File: config.mk
export PLATFORM = sky130hd
export DESIGN_NAME = mem_ctrl
export DESIGN_NICKNAME = d
export VERILOG_FILES = /design/src/rtl/mem_ctrl_pkg.sv /design/src/rtl/mem_ctrl.sv
export SDC_FILE = /design/constraint.sdc
export NUM_CORES = 1
export LEC_CHECK = 0
export ABC_AREA = 1
export CAP_MARGIN = 20
export CELL_PAD_IN_SITES_DETAIL_PLACEMENT = 0
export CELL_PAD_IN_SITES_GLOBAL_PLACEMENT = 2
export CORE_MARGIN = 2
export CORE_UTILIZATION = 22
export CTS_CLUSTER_SIZE = 8
export DETAILED_ROUTE_END_ITERATION = 16
export PLACE_DENSITY_LB_ADDON = 0.12
export SYNTH_ARGS = -nofsm -noshare
export SYNTH_HDL_FRONTEND = slang
export SYNTH_SLANG_ARGS = --single-unit
File: constraint.sdc
create_clock -name clk_in -period 2.4 [get_ports clk_in]
set_input_delay 0.24 -clock clk_in [delete_from_list [all_inputs] [get_ports clk_in]]
set_output_delay 0.24 -clock clk_in [all_outputs]
set_load 0.03 [all_outputs]
File: src/rtl/mem_ctrl_pkg.sv
// mem_ctrl_pkg: request opcodes, access lengths and FSM encodings shared by mem_ctrl
package mem_ctrl_pkg;
  localparam logic [1:0] MEM_NOP  = 2'd0;
  localparam logic [1:0] MEM_LOAD = 2'd1;
  localparam logic [1:0] MEM_SAVE = 2'd2;
  localparam logic [1:0] MEM_RSV  = 2'd3;
  localparam logic [1:0] MEM_BYTE = 2'd0;
  localparam logic [1:0] MEM_HALF = 2'd1;
  localparam logic [1:0] MEM_WORD = 2'd3;
  localparam logic [31:0] ZeroWord = 32'h0;
  typedef enum logic [1:0] {S_IDLE, S_READ, S_WRITE, S_DONE} state_t;
  function automatic logic is_access(input logic [1:0] op);
    return op != MEM_NOP && op != MEM_RSV;
  endfunction
  function automatic logic [2:0] byte_cnt(input logic [1:0] len);
    return len == MEM_BYTE ? 3'd1 : len == MEM_HALF ? 3'd2 : len == MEM_WORD ? 3'd4 : 3'd3;
  endfunction
endpackage

File: src/rtl/mem_ctrl.sv
// mem_ctrl: byte-serial MEM/IF controller on the 8-bit RAM/IO bus; define MEMCTL_IO_STALL_EN to stall IO writes while io_buffer_full
module mem_ctrl
  import mem_ctrl_pkg::*;
#(
  parameter int ADDR_W = 32,
  parameter int IO_HI  = 17
) (
  input  logic              clk_in,
  input  logic              rst_in,
  input  logic              rdy_in,
  input  logic [1:0]        memctl_op,
  input  logic [1:0]        memctl_len,
  input  logic [ADDR_W-1:0] memctl_addr,
  input  logic [31:0]       memctl_data,
  output logic              memctl_fin,
  output logic [31:0]       memctl_out,
  input  logic              if_req,
  input  logic [ADDR_W-1:0] if_addr,
  output logic              if_fin,
  output logic [31:0]       if_ins,
  input  logic [7:0]        mem_din,
  output logic [7:0]        mem_dout,
  output logic [ADDR_W-1:0] mem_a,
  output logic              mem_wr,
  input  logic              io_buffer_full
);
  state_t            r_state;
  logic              r_is_if;
  logic              r_pend;
  logic [ADDR_W-1:0] r_addr;
  logic [31:0]       r_data;
  logic [2:0]        r_n;
  logic [2:0]        r_k;
  logic              w_mem_req;
  logic              w_save;
  logic              w_io;
  logic              w_stall;
  logic [1:0]        w_cap;
  assign w_mem_req = is_access(memctl_op);
  assign w_save    = w_mem_req && memctl_op != MEM_LOAD;
  assign w_cap     = r_k[1:0] - 2'd1;
  assign w_io      = r_addr[IO_HI -: 2] == 2'b11;
`ifdef MEMCTL_IO_STALL_EN
  assign w_stall = w_io && io_buffer_full;
`else
  logic w_unused_io;
  assign w_unused_io = w_io ^ io_buffer_full;
  assign w_stall     = 1'b0;
`endif
  assign mem_a      = r_addr + ADDR_W'(r_k);
  assign mem_dout   = r_data[{r_k[1:0], 3'b000} +: 8];
  assign mem_wr     = rdy_in && r_state == S_WRITE && !w_stall;
  assign memctl_fin = rdy_in && r_state == S_DONE && !r_is_if;
  assign if_fin     = rdy_in && r_state == S_DONE && r_is_if;
  assign memctl_out = r_data;
  assign if_ins     = r_data;
  // arbitration, byte sequencing and read assembly; a freeze drops any pending capture and rewinds k
  always_ff @(posedge clk_in) begin
    if (rst_in) begin
      r_state <= S_IDLE;
      r_is_if <= 1'b0;
      r_pend  <= 1'b0;
      r_addr  <= '0;
      r_data  <= ZeroWord;
      r_n     <= 3'd0;
      r_k     <= 3'd0;
    end else if (!rdy_in) begin
      if (r_pend) begin
        r_k    <= r_k - 3'd1;
        r_pend <= 1'b0;
      end
    end else begin
      case (r_state)
        S_IDLE: if (w_mem_req || if_req) begin
          r_is_if <= !w_mem_req;
          r_addr  <= w_mem_req ? memctl_addr : if_addr;
          r_data  <= w_save ? memctl_data : ZeroWord;
          r_n     <= w_mem_req ? byte_cnt(memctl_len) : 3'd4;
          r_k     <= 3'd0;
          r_pend  <= 1'b0;
          r_state <= w_save ? S_WRITE : S_READ;
        end
        S_READ: begin
          if (r_pend) r_data[{w_cap, 3'b000} +: 8] <= mem_din;
          r_pend <= r_k < r_n;
          if (r_k == r_n) r_state <= S_DONE;
          else r_k <= r_k + 3'd1;
        end
        S_WRITE: if (!w_stall) begin
          r_k <= r_k + 3'd1;
          if (r_k + 3'd1 == r_n) r_state <= S_DONE;
        end
        default: r_state <= S_IDLE;
      endcase
    end
  end
endmodule
==> run_results.csv <==
group,metric,value,unit
logic_synthesis,syn_area_per_cell,6.24,µm²
global_routing,globalRoute.totalOverflow,0,
logic_synthesis,synth.yosys.warnings,0,
flow_run,maxCapViolations,0,
timing,hold_viol_final,0,
setup_path,worst-path-max-fanout,3,
global_routing,first_global_vias,5954,
floorplan,die_w,162,µm
logic_synthesis,synth_fp_nets,1013,
setup_path,slowest_stage,"sky130_fd_sc_hd__fa_2",
global_routing,grt_start_max_net_pins,37,
status,status,"completed",
clock_network,clock_latency,0.35,ns
finish,area_growth_from_synthesis_to_layout,49.5,%
logic_synthesis,ys_types,34,
place,port_buffers,218,
timing,clock-skew-final,0.0102,ns
drt,initialDrtViolationCount,279,
drt,dr.pass1.iters,4,
setup_path,rr_endpoint,"if_ins[19]",
finish,share_of_layout_cells_above_drive_strength_1,11.2,%
timing,min_period_over_period,96.1,%
finish,final_design_area_no_fill,8190,µm²
logic_synthesis,ys_ff_latch,74,
setup_path,worst_path_largest_cell_delay,0.35,ns
drt,avgRoutedWirePerCell,16.0,µm
setup_path,critical_path.endpoint,"mem_a[24]",
power,power.ir.vdd_worst,0.345,mV
power,leak,3.51,nW
clock_network,max-clock-path-buffers,2,
timing,worst-slew-pin-transition,0.550,ns
floorplan,floorplan.core_area,24400,µm²
min_path,min-delay-path-class,"input port to flip-flop",
setup_path,crit_path_start,"r_addr[0]",
drt,route.detailed.drc,0,
floorplan,std_cell_rows,57,
floorplan,floorplan_die_area,26200,µm²
clock_network,clock_tree.htree_level_count,3,
finish,nets,1194,
finish,ff_latch_area,1490,µm²
place,placed_cells,1370,
timing,timing.fmax,0.434,GHz
drt,viasPerCell,4.33,
timing,whs,0.459,ns
finish,fin_cells,1388,
drt,routed_wirelength,22.2,mm
finish,area_used_by_multi_input_combinational_logic,3300,µm²
setup_path,crit-reg2reg-launch,"r_k[0]",
clock_network,numClockSinks,74,
clock_network,number_of_hold_buffers_added_after_cts,0,
setup_path,critPathArrivalTime,2.07,ns
global_routing,grt_use_total,17.0,%
place,hpwlAfterDp,17.4,mm
place,placed_area,7770,µm²
setup_path,crit_chain,"ha_4 > fa_2 > nand2_1 > a21oi_2 > buf_4 > nand2_4 > inv_1 > nand2_1 > xnor2_1 > buf_4",
timing,fin_crit,2.31,ns
clock_network,tritoncts,"done",
finish,antenna_cells,0,
timing,report.final.setup_viol,0,
setup_path,critPathLaunchType,"flip-flop",
timing,final_max_slew_viol_count,0,
logic_synthesis,synth.yosys.seq_area_share,27.0,%
drt,postRouteAntennaNets,0,
setup_path,cp-end-kind,"primary output",
timing,rsz0062_at_grt,"true",
power,power-per-cell-area,863,nW/µm²
timing,timing.max_slew.rel_slack,63.2,%
drt,route.vias.total,6004,
floorplan,ports,220,
floorplan,die_h,162,µm
setup_path,worst-setup-path-type,"flip-flop to primary output",
setup_path,rr_worst_depth,8,
power,p_total,7.07,mW
logic_synthesis,post_synth_inst_count,878,
setup_path,critPathRequiredTime,2.16,ns
finish,final.fill_count,2719,
global_routing,grt_antenna_before_repair,1,
clock_network,cts_made_buffers,9,
global_routing,global_route_wire_length_before_repair,34.1,mm
clock_network,path_clk_slew,0.07,ns
setup_path,r2r_slack,0.27,ns
clock_network,clock_tree.root_cell,"sky130_fd_sc_hd__clkbuf_16",
place,globalplace.congestion,0.814,
logic_synthesis,area_of_the_mapped_netlist,5480,µm²
finish,layout.core_utilization,33.6,%
floorplan,initial_core_util,22.5,%
stage by stage:
stage / setup WS (ns) / setup TNS (ns)
after floorplan: 0.0782 / 0
after global placement: 0.237 / 0
after detailed placement: 0.207 / 0
after CTS: 0.00119 / 0
after global routing: -0.0328 / -0.0534
final: 0.0943 / 0
cells in the mapped netlist, drive strengths merged:
library cell    n  area (µm²)
a211oi          2        15.0
a21oi          33         169
a22oi           1        7.51
a31oi          32         200
and3            1        6.26
buf            54         392
clkbuf         16        60.1
clkinv          2        8.75
dfxtp          74        1480
fa              1        20.0
ha             21         263
inv            87         332
nand2         249         942
nand3          55         285
nand3b          4        30.0
nand4           4        25.0
nor2          123         492
nor3           17        85.1
o211ai          4        85.1
o21ai          74         370
xnor2           3        26.3
xor2           21         184
sequential cells by signal (all words and copies together) (netlist names):
register  cells
if_ins       32
r_addr       32
r_k           3
r_n           3
r_state       2
r_is_if       1
r_pend        1
per-layer routing:
| layer | vias up | GRT usage, % | routed length, µm |
|---|---|---|---|
| met2 | 168 | 28.7 | 10400 |
| met4 | 2 | 4.26 | 229 |
| met3 | 14 | 3.86 | 1390 |
| li1 | 3148 | - | - |
| met5 | - | 0 | 13 |
| met1 | 2672 | 21.9 | 10200 |
worst min-delay path by stage:
| stage | from | to | slack (ns) | cells past startpoint |
|---|---|---|---|---|
| 6_report | memctl_addr[9] | r_addr[9] | 0.46 | 3 |
| 5_1_grt | if_addr[29] | r_addr[29] | 0.47 | 3 |
| 4_1_cts | if_addr[23] | r_addr[23] | 0.45 | 3 |
| 3_5_place_dp | r_is_if | r_is_if | 0.50 | 2 |
| 3_3_place_gp | r_is_if | r_is_if | 0.48 | 2 |
| 2_1_floorplan | rst_in | r_n[0] | 0.31 | 1 |
cell families (layout without fill, tap and decap cells):
| group | Yosys count | count (layout) | share of synthesized area [%] |
|---|---|---|---|
| xor gates and xnor gates | 24 | 24 | 3.84 |
| DFF | 74 | 74 | 27.0 |
| and+or+nand+nor | 453 | 453 | 34.0 |
| buffers and inverters | 159 | 345 | 14.5 |
| adders and majority gates | 22 | 22 | 5.16 |
| AOI/OAI and AO/OA | 146 | 146 | 15.5 |
placed cells by master (no fill, tap or decap), types with 5 or more instances in the layout:
cell,instances
sky130_fd_sc_hd__dfxtp_1,69
sky130_fd_sc_hd__clkdlybuf4s50_1,177
sky130_fd_sc_hd__a21oi_1,32
sky130_fd_sc_hd__buf_12,9
sky130_fd_sc_hd__dfxtp_2,5
sky130_fd_sc_hd__nand3_1,52
sky130_fd_sc_hd__nand2_1,244
sky130_fd_sc_hd__o21ai_0,71
sky130_fd_sc_hd__inv_1,83
sky130_fd_sc_hd__xor2_1,20
sky130_fd_sc_hd__a31oi_1,32
sky130_fd_sc_hd__nor2_4,8
sky130_fd_sc_hd__buf_4,53
sky130_fd_sc_hd__ha_1,19
sky130_fd_sc_hd__nor2_1,111
sky130_fd_sc_hd__nor3_1,16
sky130_fd_sc_hd__clkbuf_16,9
worst max-delay path: cells and delay by family (launching register included):
kind,cells,cell delay (ns)
AOI/OAI and AO/OA,1,0.07
DFF,1,0.34
xor gates and xnor gates,1,0.13
buffers and inverters,3,0.39
and+or+nand+nor,3,0.26
adders and majority gates,2,0.51
repair_timing:
action,CTS,global route
setup buffers,1,1
pin swaps,2,7
gates resized for setup,10,18
setup endpoints to repair,19,19
power by group:
group	internal [mW]	switching, mW
sequential	1.50	0.311
combinational	1.48	2.36
clock	0.809	0.610
cell type report:
| type | instances | share of cell area [%] |
|---|---|---|
| Clock inverter | 6 | 0.825 |
| Inverter | 89 | 4.15 |
| Timing Repair Buffer | 240 | 28.8 |
| Tap cell | 324 | 4.95 |
| Clock buffer | 10 | 2.80 |
| Sequential cell | 74 | 18.2 |
| Multi-Input combinational cell | 645 | 40.3 |
Note: power is estimated with default switching activity, not from simulation.
